--- config.mk ---
export PLATFORM = sky130hd
export DESIGN_NAME = mips_cpu_sequencer
export DESIGN_NICKNAME = d
export VERILOG_FILES = /design/src/rtl/mips_cpu_sequencer.sv
export SDC_FILE = /design/constraint.sdc
export NUM_CORES = 1
export LEC_CHECK = 0
export CORE_MARGIN = 5
export CORE_UTILIZATION = 45
export CTS_BUF_LIST = sky130_fd_sc_hd__clkbuf_8 sky130_fd_sc_hd__clkbuf_16
export DETAILED_ROUTE_END_ITERATION = 10
export PLACE_DENSITY = 0.71
export SYNTH_ARGS = -nofsm -noshare
export SYNTH_HDL_FRONTEND = slang
export SYNTH_SLANG_ARGS = --single-unit
export TNS_END_PERCENT = 20
--- constraint.sdc ---
create_clock -name clk -period 1.9 [get_ports clk]
set_input_delay 0.57 -clock clk [delete_from_list [all_inputs] [get_ports clk]]
set_output_delay 0.57 -clock clk [all_outputs]
set_load 0.005 [all_outputs]
--- src/rtl/mips_cpu_sequencer.sv ---
// Multi-cycle state sequencer for the MIPS core: produces State/Verify for the
// control decoder, stalls on memory and muldiv, detects halt, keeps perf counters.
module mips_cpu_sequencer #(
  parameter int unsigned CNT_WIDTH      = 32,
  parameter int unsigned MULDIV_TIMEOUT = 64
) (
  input  logic                 clk,
  input  logic                 reset,
  input  logic                 waitrequest,
  input  logic                 mem_access,
  input  logic                 muldiv_op,
  input  logic                 muldiv_done,
  input  logic                 pc_next_zero,
  output logic [2:0]           State,
  output logic                 Verify,
  output logic                 ir_en,
  output logic                 pc_en,
  output logic                 active,
  output logic [CNT_WIDTH-1:0] cycle_count,
  output logic [CNT_WIDTH-1:0] instr_count
);

  localparam int unsigned TW      = (MULDIV_TIMEOUT > 2) ? $clog2(MULDIV_TIMEOUT) : 1;
  localparam int unsigned TO_LAST = (MULDIV_TIMEOUT > 0) ? MULDIV_TIMEOUT - 1 : 0;
  localparam bit          TO_EN   = (MULDIV_TIMEOUT > 0);

  typedef enum logic [2:0] {
    S_IDLE   = 3'd0,
    S_FETCH  = 3'd1,
    S_DECODE = 3'd2,
    S_EXEC   = 3'd3,
    S_MEM    = 3'd4,
    S_WB     = 3'd5,
    S_HALT   = 3'd6
  } state_t;

  state_t        st;
  logic [TW-1:0] tcnt;
  logic          exec_hold;

  assign State = st;
  assign ir_en = (st == S_FETCH) && !waitrequest;
  assign pc_en = (st == S_WB);

  // The timeout only bounds a muldiv that never reports done.
  assign exec_hold = muldiv_op && !muldiv_done && !(TO_EN && (tcnt == TW'(TO_LAST)));

  always_ff @(posedge clk) begin
    if (reset) begin
      st          <= S_IDLE;
      Verify      <= 1'b0;
      active      <= 1'b0;
      cycle_count <= '0;
      instr_count <= '0;
      tcnt        <= '0;
    end else begin
      if (active) cycle_count <= cycle_count + CNT_WIDTH'(1);
      case (st)
        S_IDLE: begin
          st     <= S_FETCH;
          active <= 1'b1;
          Verify <= 1'b0;
        end
        S_FETCH: begin
          Verify <= 1'b0;
          if (!waitrequest) begin
            st     <= S_DECODE;
            Verify <= 1'b1;
          end
        end
        S_DECODE: st <= S_EXEC;
        S_EXEC: begin
          if (exec_hold) begin
            tcnt <= tcnt + TW'(1);
          end else begin
            tcnt <= '0;
            st   <= S_MEM;
          end
        end
        S_MEM: if (!(mem_access && waitrequest)) st <= S_WB;
        S_WB: begin
          instr_count <= instr_count + CNT_WIDTH'(1);
          if (pc_next_zero) begin
            st     <= S_HALT;
            active <= 1'b0;
          end else begin
            st     <= S_FETCH;
            Verify <= 1'b0;
          end
        end
        S_HALT: active <= 1'b0;
        default: begin
          st     <= S_IDLE;
          active <= 1'b0;
          Verify <= 1'b0;
          tcnt   <= '0;
        end
      endcase
    end
  end

endmodule

==> out/summary.txt, run 1 <==
Global placement routability congestion = 0.856
CTS Hold Bufs = 0
Initial antenna violation count = 0
Fin crit period = 1.91 ns
Clk Latency, worst-skew pair = 0.34 ns
Clock sink count = 75
First-pass GRT wire length = 16,600 um
Antenna diodes = 0
Vias per Instance = 5.85
Detail Placement HPWL = 7070 um
# setup viols final = 1
Worst Path Required = 1.33 ns
Vias in the first global route = 3,615
F_max = 525 MHz
# rows = 33
Syn. warnings = 0
Die ar. = 0.0102 mm^2
GR Overflow Total = 0
Multi-input gate area = 0.00206 mm^2
Initial Util = 45.7%
Nets = 552
Worst reg2reg path depth = 6
Number of fill cells = 685
Failing checks = negative setup slack
Die height = 101 um
Hold path startpoint = Verify
Storage element area = 0.00154 mm^2
Worst slew pin tran = 0.400 ns
Area grow syn2layout = 39.7%
Power per cell area = 665 mW/mm^2
Worst slack at placement = -0.492 ns
IO buf count = 77
Critical Path Max Stage Delay = 0.25 ns
Min Hold Slack = 0.489 ns
CTS Root Cell = clkbuf_8
Routed via count = 3,809
Synth Cell Area = 0.00371 mm^2
CTS tree = done
Layout cells sized above 1 = 20.3%
Endpoint class of the critical path = primary output
Io pins = 78
Yosys cell types = 45
Reg2reg end = instr_count[14]
Final setup margin = -0.00610 ns
DR WL/cell = 15.4 um
Final period util = 100%
Critical path arrival = 1.34 ns
Critical path class = in -> out
Htree depth = 3
Clock Power Share = 46.9%
CP max FO = 2
Register area share after synthesis = 40.4%
Die Wd = 101 um
Net Sw Frac = 20.7%
Outcome = complete, but fails checks
Clock slew at reported path FFs = 0.08 ns
Syn Nets = 445
Commonest non-fill, non-tap cell in the layout = clkdlybuf4s50_1
Register-to-register setup slack = 0.10 ns
Endpoints failing hold = 0
First DRT Iteration DRCs = 248
Most frequent cells in the layout = clkdlybuf4s50_1, dfxtp_1, buf_4, a21oi_1, nor2_1
Routed Antenna Nets = 0
Clock buffer depth = 2
Max Cap Violations = 0
Combinational Power Share = 6.5%
Sequential Power Share = 46.6%
Total CTS buffers = 9
Cell depth of the worst hold path = 2
Slew Limit Fails = 0
Slowest-stage cell, CP = dlygate4sd2_1
Total internal power = 2.74 mW
RSZ-0062 raised after global routing = yes
DRC = 0
Syn Area/Cell = 8.54 um^2
NetSw = 714 uW
Pleak = 1.96 nW
Final WL = 10,100 um
Crit start category = input port
Hold EP = Verify
Core area = 0.00813 mm^2
Drt pass-1 iters = 5
Maximum vdd ir drop = 0.000362 V
Slew margin rel. = 73.3%
Cells after Synth = 435
Final Skew = 0.00634 ns
CP Cell Sequence = dlygate4sd2_1 > nor2_2 > and3_1 > clkdlybuf4s15_2
Worst r2r src = instr_count[1]
GRT Util Overall = 19.6%
Yosys reg bits = 75
Largest net degree at the start of global routing = 36
Worst Hold Class = reg -> reg
how the worst max path moves through the flow:
| stage | end | from | cells past startpoint | slack (ns) |
|---|---|---|---|---|
| after detailed placement | ir_en | waitrequest | 4 | -0.49 |
| final | ir_en | waitrequest | 4 | -0.006 |
| after CTS | State[1] | State[1] | 2 | -0.05 |
| after floorplan | tcnt[5] | muldiv_done | 4 | 0.09 |
| after global routing | ir_en | waitrequest | 4 | -0.03 |
| after global placement | ir_en | waitrequest | 4 | -0.44 |
cells in the mapped netlist (all sizes together):
| cell | number | share of area [%] |
|---|---|---|
| a2111oi | 1 | 0.40 |
| a211oi | 2 | 0.40 |
| a21oi | 44 | 5.9 |
| a22oi | 2 | 0.40 |
| a311oi | 1 | 0.24 |
| a31oi | 1 | 0.17 |
| a32o | 1 | 0.27 |
| a41oi | 1 | 0.24 |
| and2 | 7 | 1.2 |
| and3 | 11 | 2.0 |
| and3b | 1 | 0.24 |
| and4 | 12 | 3.0 |
| and4b | 1 | 0.27 |
| buf | 11 | 2.0 |
| clkbuf | 20 | 2.1 |
| dfxtp | 75 | 40 |
| ha | 3 | 1.0 |
| inv | 5 | 0.51 |
| mux2 | 2 | 0.61 |
| mux2i | 5 | 1.3 |
| nand2 | 30 | 3.1 |
| nand2b | 1 | 0.17 |
| nand3 | 26 | 3.5 |
| nand4 | 22 | 4.5 |
| nor2 | 33 | 3.3 |
| nor2b | 4 | 0.67 |
| nor3 | 5 | 0.67 |
| nor4 | 4 | 0.67 |
| nor4b | 1 | 0.24 |
| o21ai | 13 | 1.8 |
| o21ba | 1 | 0.27 |
| o2bb2ai | 1 | 0.24 |
| o31a | 1 | 0.24 |
| o31ai | 26 | 5.3 |
| or3 | 12 | 2.0 |
| or4 | 26 | 5.3 |
| xnor2 | 4 | 0.94 |
| xor2 | 19 | 4.5 |
final cells by class:
type                       count  share of cell area (%)
multi-input combinational    325                    39.7
sequential                    75                    29.7
timing repair buffer         126                    22.6
clock buffer                  10                    2.65
tap                          105                    2.53
clock inverter                 5                    2.41
inverter                       5                   0.362
kinds of logic after synthesis:
family / after synthesis / share of synthesized area [%]
AOI/OAI and AO/OA: 95 / 15.8
xor gates and xnor gates: 23 / 5.42
adders and majority gates: 3 / 1.01
buffers and inverters: 36 / 4.61
DFF: 75 / 40.4
muxes: 7 / 1.95
and+or+nand+nor: 196 / 30.8
worst max-delay path, delay by kind of cell:
family	cells	cell delay (ns)
buffers and inverters	2	0.46
and+or+nand+nor	2	0.31
stage by stage:
stage          setup TNS (ns)  cells  area (um^2)  power, mW  util [%]
6_report             -0.00610    651         5190       3.45      63.8
3_3_place_gp           -0.848    632         4830       1.85      59.4
3_5_place_dp            -1.17    632         4830       1.86      59.4
2_1_floorplan               0    435         3710       1.75         -
4_1_cts               -0.0585    650         5130       3.48      63.1
5_1_grt               -0.0569    651         5190       3.57      63.8
power by group through the flow:
stage	Clock (mW)	Combinational (mW)	Sequential [mW]
floorplan	0	0.109	1.64
global placement	0	0.209	1.64
detailed placement	0	0.212	1.65
CTS	1.65	0.225	1.61
global route	1.72	0.243	1.61
finish	1.62	0.223	1.61
layer usage:
layer  up-vias  routed length [um]  global-route usage, %
met5         -                   0                      0
met4         0                 126                   6.11
met3        10                 537                   3.74
met2       110                4960                   33.4
met1      1838                4430                   25.0
li1       1851                   -                      -
registers in the layout, indices dropped and copies added (netlist names):
signal / count
Verify: 1
State: 3
instr_count: 32
cycle_count: 32
tcnt: 6
active: 1
timing repair:
item,CTS,global route
buffers inserted,3,0
cloned,0,1
setup endpoints to repair,21,45
pin swaps,3,1
endpoints found under the hold margin,0,0
gates resized for setup,33,27
Note: power is estimated with default switching activity, not from simulation.
==> inputs of run 2 (changes only) <==
--- a/config.mk
+++ b/config.mk
@@ -9,7 +9,7 @@
 export CORE_UTILIZATION = 45
 export CTS_BUF_LIST = sky130_fd_sc_hd__clkbuf_8 sky130_fd_sc_hd__clkbuf_16
 export DETAILED_ROUTE_END_ITERATION = 10
-export PLACE_DENSITY = 0.71
+export PLACE_DENSITY = 0.68
 export SYNTH_ARGS = -nofsm -noshare
 export SYNTH_HDL_FRONTEND = slang
 export SYNTH_SLANG_ARGS = --single-unit
==> constraint.sdc (replaced) <==
create_clock -name clk -period 1.8 [get_ports clk]
set_input_delay 0.54 -clock clk [delete_from_list [all_inputs] [get_ports clk]]
set_output_delay 0.54 -clock clk [all_outputs]
set_load 0.005 [all_outputs]
==> run 2 against run 1 <==
Net effect:
- the flow now finishes without violations
- sequential cell count stayed put
- clock-buffer cell count decreased by 1
- non-clock buffer count rose by 22
- routed wire length is 0.12% lower
- largest cell class unchanged
- critical path depth down 3
- die area stayed put
- global-route usage decreased by 0.24 points
- critical path type is now reg -> out
- register-to-register slack got worse by 0.03 ns
==> out/summary.txt, run 2 (same netlist as run 1, synthesis figures left out) <==
Nets = 574 (was 552)
Max Cap Violations = 0 (unchanged)
Power per cell area = 636 mW/mm^2 (was 665 mW/mm^2)
Endpoints failing hold = 0 (unchanged)
# setup viols final = 0 (was 1)
Final WL = 10,000 um (was 10,100 um)
Endpoint class of the critical path = primary output (unchanged)
Most frequent cells in the layout = buf_4, a21oi_1, clkdlybuf4s50_1, nor2_1, dfxtp_2 (was clkdlybuf4s50_1, dfxtp_1, buf_4, a21oi_1, nor2_1)
Area post-placement = 0.00492 mm^2 (was 0.00483 mm^2)
DRC = 0 (unchanged)
Clock sink count = 75 (unchanged)
Final Skew = 0.0167 ns (was 0.00634 ns)
CTS tree = done (unchanged)
GRT Util Overall = 19.4% (was 19.6%)
F_max = 567 MHz
Drt pass-1 iters = 4 (was 5)
Vias per Instance = 5.62 (was 5.85)
CP Cell Sequence = clkdlybuf4s50_1 (was dlygate4sd2_1 > nor2_2 > and3_1 > clkdlybuf4s15_2)
Clock Power Share = 44.0% (was 46.9%)
Die Wd = 101 um (unchanged)
Worst Path Required = 1.26 ns (was 1.33 ns)
Io pins = 78 (unchanged)
Detail Placement HPWL = 6740 um (was 7070 um)
Crit start category = register (was input port)
Design Area, Final = 0.00542 mm^2 (was 0.00519 mm^2)
Slowest-stage cell, CP = clkdlybuf4s50_1 (was dlygate4sd2_1)
CP top delay family = buffers and inverters (unchanged)
Layout cells sized above 1 = 28.2% (was 20.3%)
Slew Limit Fails = 0 (unchanged)
Routed Antenna Nets = 0 (unchanged)
Final non-filler cell total = 673 (was 651)
Global placement routability congestion = 0.793 (was 0.856)
Die height = 101 um (unchanged)
Die ar. = 0.0102 mm^2 (unchanged)
Initial Util = 45.7% (unchanged)
Worst Hold Class = reg -> reg (unchanged)
Largest net degree at the start of global routing = 26 (was 36)
Clock slew at reported path FFs = 0.08 ns (about the same)
Outcome = completed (was complete, but fails checks)
Area grow syn2layout = 46.0% (was 39.7%)
Core area = 0.00813 mm^2 (unchanged)
Final setup margin = 0.0351 ns (was -0.00610 ns)
Final period util = 98.0%
CTS Root Cell = clkbuf_8 (unchanged)
Post-Place Cells = 644 (was 632)
Worst slack at placement = -0.486 ns (was -0.492 ns)
Critical path class = reg -> out (was in -> out)
Number of fill cells = 695 (was 685)
GR Overflow Total = 0 (unchanged)
Total internal power = 2.70 mW (was 2.74 mW)
Critical Path Max Stage Delay = 0.51 ns (was 0.25 ns)
Routed via count = 3,785 (was 3,809)
NetSw = 749 uW (was 714 uW)
Clock buffer depth = 2 (unchanged)
Net Sw Frac = 21.7% (was 20.7%)
RSZ-0062 raised after global routing = yes (unchanged)
Buffer and inverter count on the worst path = 1 (was 2)
Htree depth = 3 (unchanged)
Fin crit period = 1.76 ns
Commonest non-fill, non-tap cell in the layout = buf_4 (was clkdlybuf4s50_1)
DR WL/cell = 14.9 um (was 15.4 um)
Antenna diodes = 0 (unchanged)
Slew margin rel. = 70.2% (was 73.3%)
# rows = 33 (unchanged)
Vias in the first global route = 3,450 (was 3,615)
Critical path arrival = 1.22 ns (was 1.34 ns)
First DRT Iteration DRCs = 212 (was 248)
Worst slew pin tran = 0.447 ns (was 0.400 ns)
CP max FO = 5 (was 2)
Total CTS buffers = 9 (unchanged)
CTS Hold Bufs = 0 (unchanged)
Final core utilization = 66.7% (was 63.8%)
Initial antenna violation count = 0 (unchanged)
First-pass GRT wire length = 16,200 um (was 16,600 um)
Clk Latency, worst-skew pair = 0.34 ns (about the same)
Sequential Power Share = 48.3% (was 46.6%)
Combinational Power Share = 7.8% (was 6.5%)
Maximum vdd ir drop = 0.000460 V (was 0.000362 V)
Largest registers = cycle_count x32, instr_count x32, tcnt x6 (unchanged)
IO buf count = 77 (unchanged)
Pleak = 2.25 nW (was 1.96 nW)
-- run 2: what timing repair did --
item,CTS,global route
setup buffers,5,8
cloned,0,1
endpoints found under the setup margin,63,53
resized for setup,90,46
pin swaps,3,6
-- run 2: power groups by stage --
stage,combinational [mW],clock [mW],sequential (mW)
2_1_floorplan,0.115,0,1.73
3_3_place_gp,0.230,0,1.73
3_5_place_dp,0.234,0,1.73
4_1_cts,0.250,1.55,1.68
5_1_grt,0.294,1.63,1.67
6_report,0.268,1.52,1.67
-- run 2: metal layers --
layer	track usage [%]	vias to the layer above	wire length, um
li1	-	1900	-
met1	25.7	1779	4480
met2	32.0	100	4910
met3	3.74	6	575
met4	5.60	0	75
met5	0	-	0
-- run 2: final cells by class --
cell class | count | area [um^2] | share of cell area, %
Clock buffer | 9 | 124 | 2.28
Inverter | 5 | 18.8 | 0.346
Sequential cell | 75 | 1610 | 29.7
Timing Repair Buffer | 148 | 1340 | 24.6
Multi-Input combinational cell | 325 | 2100 | 38.7
Clock inverter | 6 | 106 | 1.96
Tap cell | 105 | 131 | 2.42
-- run 2: metrics by stage --
step                      total power [mW]  TNS, ns  hold WS [ns]
after floorplan                       1.85        0         0.466
after global placement                1.96    -1.45         0.466
after detailed placement              1.96    -1.91         0.470
after CTS                             3.49        0         0.481
after global routing                  3.59  -0.0284         0.499
final                                 3.45        0         0.478
-- run 2: worst paths after layout --
path                                     start              end  slack [ns]  depth (start not counted)
worst max-delay path            instr_count[6]   instr_count[6]        0.04                          1
worst min-delay path                    Verify           Verify        0.48                          2
worst max register to register        State[0]  instr_count[24]        0.07                          7
worst min register to register          Verify           Verify        0.48                          2
==> inputs of run 3 (changes only) <==
--- a/config.mk
+++ b/config.mk
@@ -9,7 +9,8 @@
 export CORE_UTILIZATION = 45
 export CTS_BUF_LIST = sky130_fd_sc_hd__clkbuf_8 sky130_fd_sc_hd__clkbuf_16
 export DETAILED_ROUTE_END_ITERATION = 10
-export PLACE_DENSITY = 0.68
+export GPL_TIMING_DRIVEN = 0
+export PLACE_DENSITY = 0.71
 export SYNTH_ARGS = -nofsm -noshare
 export SYNTH_HDL_FRONTEND = slang
 export SYNTH_SLANG_ARGS = --single-unit
==> constraint.sdc (replaced) <==
create_clock -name clk -period 1.46 [get_ports clk]
set_input_delay 0.438 -clock clk [delete_from_list [all_inputs] [get_ports clk]]
set_output_delay 0.438 -clock clk [all_outputs]
set_load 0.005 [all_outputs]
==> run 3 against run 2 <==
Net effect:
- the flow now finishes with violations (negative setup slack)
- routed wire length grew 25%
- final cell count grew 4.3%
- sequential power grew 22%
- sequential share of layout area shrank 1.6 points
- critical endpoint is now instr_count[15]
==> out/summary.txt, run 3 (same netlist as run 1, synthesis figures left out) <==
Routed Antenna Nets = 0 (unchanged)
Worst slew pin tran = 0.548 ns (was 0.447 ns)
Clk Latency, worst-skew pair = 0.35 ns (was 0.34 ns)
Commonest non-fill, non-tap cell in the layout = buf_4 (unchanged)
Routed via count = 4,112 (was 3,785)
Area post-placement = 0.00474 mm^2 (was 0.00492 mm^2)
Vias per Instance = 5.86 (was 5.62)
Antenna diodes = 0 (unchanged)
Storage element area = 0.00169 mm^2 (was 0.00161 mm^2)
Slew margin rel. = 63.5% (was 70.2%)
Global placement routability congestion = 0.818 (was 0.793)
Die ar. = 0.0102 mm^2 (unchanged)
Core area = 0.00813 mm^2 (unchanged)
Failing checks = negative setup slack
Endpoints failing hold = 0 (unchanged)
Largest registers = cycle_count x32, instr_count x32, tcnt x6 (unchanged)
IO buf count = 77 (unchanged)
Nets = 602 (was 574)
Final setup margin = -0.365 ns (was 0.0351 ns)
TNS Setup = -9.64 ns (was 0 ns)
Final Skew = 0.0154 ns (was 0.0167 ns)
Maximum vdd ir drop = 0.000538 V (was 0.000460 V)
CTS Root Cell = clkbuf_8 (unchanged)
Final period util = 125%
DRC = 0 (unchanged)
Initial Util = 45.7% (unchanged)
Die height = 101 um (unchanged)
Clock sink count = 75 (unchanged)
RSZ-0062 raised after global routing = yes (unchanged)
Critical path class = reg -> reg (was reg -> out)
Worst slack at placement = -0.735 ns (was -0.486 ns)
Critical path arrival = 2.09 ns (was 1.22 ns)
Slew Limit Fails = 0 (unchanged)
Worst Path Required = 1.73 ns (was 1.26 ns)
Clock buffer depth = 2 (unchanged)
GRT Util Overall = 22.0% (was 19.4%)
GR Overflow Total = 0 (unchanged)
Final non-filler cell total = 702 (was 673)
Min Hold Slack = 0.476 ns (was 0.478 ns)
Register-to-register setup slack = -0.37 ns (was 0.07 ns)
Die Wd = 101 um (unchanged)
# setup viols final = 53 (was 0)
CP max FO = 7 (was 5)
Initial antenna violation count = 0 (unchanged)
Most frequent cells in the layout = buf_4, dlygate4sd2_1, dfxtp_4, nor2_1 (was buf_4, a21oi_1, clkdlybuf4s50_1, nor2_1, dfxtp_2)
Crit start category = register (unchanged)
Endpoint class of the critical path = register (was primary output)
Outcome = complete, but fails checks (was completed)
Htree depth = 3 (unchanged)
F_max = 548 MHz
Multi-input gate area = 0.00243 mm^2 (was 0.00210 mm^2)
Layout cells sized above 1 = 45.6% (was 28.2%)
CTS Hold Bufs = 0 (unchanged)
Clock slew at reported path FFs = 0.09 ns (was 0.08 ns)
Area grow syn2layout = 62.6% (was 46.0%)
Worst Hold Class = reg -> reg (unchanged)
Io pins = 78 (unchanged)
Final WL = 12,500 um (was 10,000 um)
Drt pass-1 iters = 4 (unchanged)
Pleak = 2.46 nW (was 2.25 nW)
Vias in the first global route = 3,760 (was 3,450)
Detail Placement HPWL = 6880 um (was 6740 um)
Largest net degree at the start of global routing = 14 (was 26)
Number of fill cells = 573 (was 695)
Total CTS buffers = 9 (unchanged)
# rows = 33 (unchanged)
Design Area, Final = 0.00604 mm^2 (was 0.00542 mm^2)
CTS tree = done (unchanged)
Power per cell area = 630 mW/mm^2 (was 636 mW/mm^2)
Post-Place Cells = 617 (was 644)
DR WL/cell = 17.8 um (was 14.9 um)
Max Cap Violations = 0 (unchanged)
First-pass GRT wire length = 18,100 um (was 16,200 um)
Fin crit period = 1.83 ns
First DRT Iteration DRCs = 225 (was 212)
-- run 3: changes by cell type in the layout (fill, tap and decap cells not counted), sizes merged, moves of 3 or more --
cell	previous run	this run
dlygate4sd2	28	50
bufinv	3	0
dlymetal6s2s	10	3
clkdlybuf4s15	2	13
buf	73	87
clkbuf	9	30
clkdlybuf4s50	35	4
-- run 3: timing repair --
item	in CTS	in global routing
pin swaps	51	26
setup endpoints to repair	146	93
resized for setup	226	106
cloned	3	3
setup buffers	32	37
-- run 3: cell type report --
type	count	share of cell area, %
clock inverter	6	0.539
clock buffer	10	2.46
inverter	5	0.352
multi-input combinational	324	40.2
sequential	75	28.0
timing repair buffer	150	21.6
tap	105	2.17
buffer	27	4.54
-- run 3: power breakdown --
group          internal [mW]  leakage (nW)  switching (mW)
sequential              2.00         0.653          0.0286
combinational          0.150          1.71           0.155
clock                  0.703        0.0958           0.768
-- run 3: path summary, 6_finish.rpt --
path              startpoint              end  cells after the start
hold reg to reg       Verify           Verify                      2
setup / recovery    State[2]  instr_count[15]                      7
setup reg to reg    State[2]  instr_count[15]                      7
hold / removal        Verify           Verify                      2
-- run 3: routing by layer --
layer  GRT usage [%]  vias up  part of all wire, %
met5               0        -                    0
met4            6.53        0                  1.5
met3            5.95       17                  5.7
met2            37.1      137                   52
met1            27.3     2010                   41
li1                -     1948                    -
-- run 3: critical path, stage by stage, from the launching register on --
cell and delay [ns]:
dfxtp_2 0.33, buf_6 0.11, and3b_1 0.17, buf_6 0.11, buf_8 0.10, nand4_1 0.20
or4_1 0.60, a21oi_1 0.13
-- run 3: metrics by stage --
step / util (%) / total power [mW]
2_1_floorplan: - / 2.28
3_3_place_gp: 58.2 / 2.39
3_5_place_dp: 58.2 / 2.39
4_1_cts: 67.9 / 3.84
5_1_grt: 74.3 / 3.96
6_report: 74.3 / 3.81
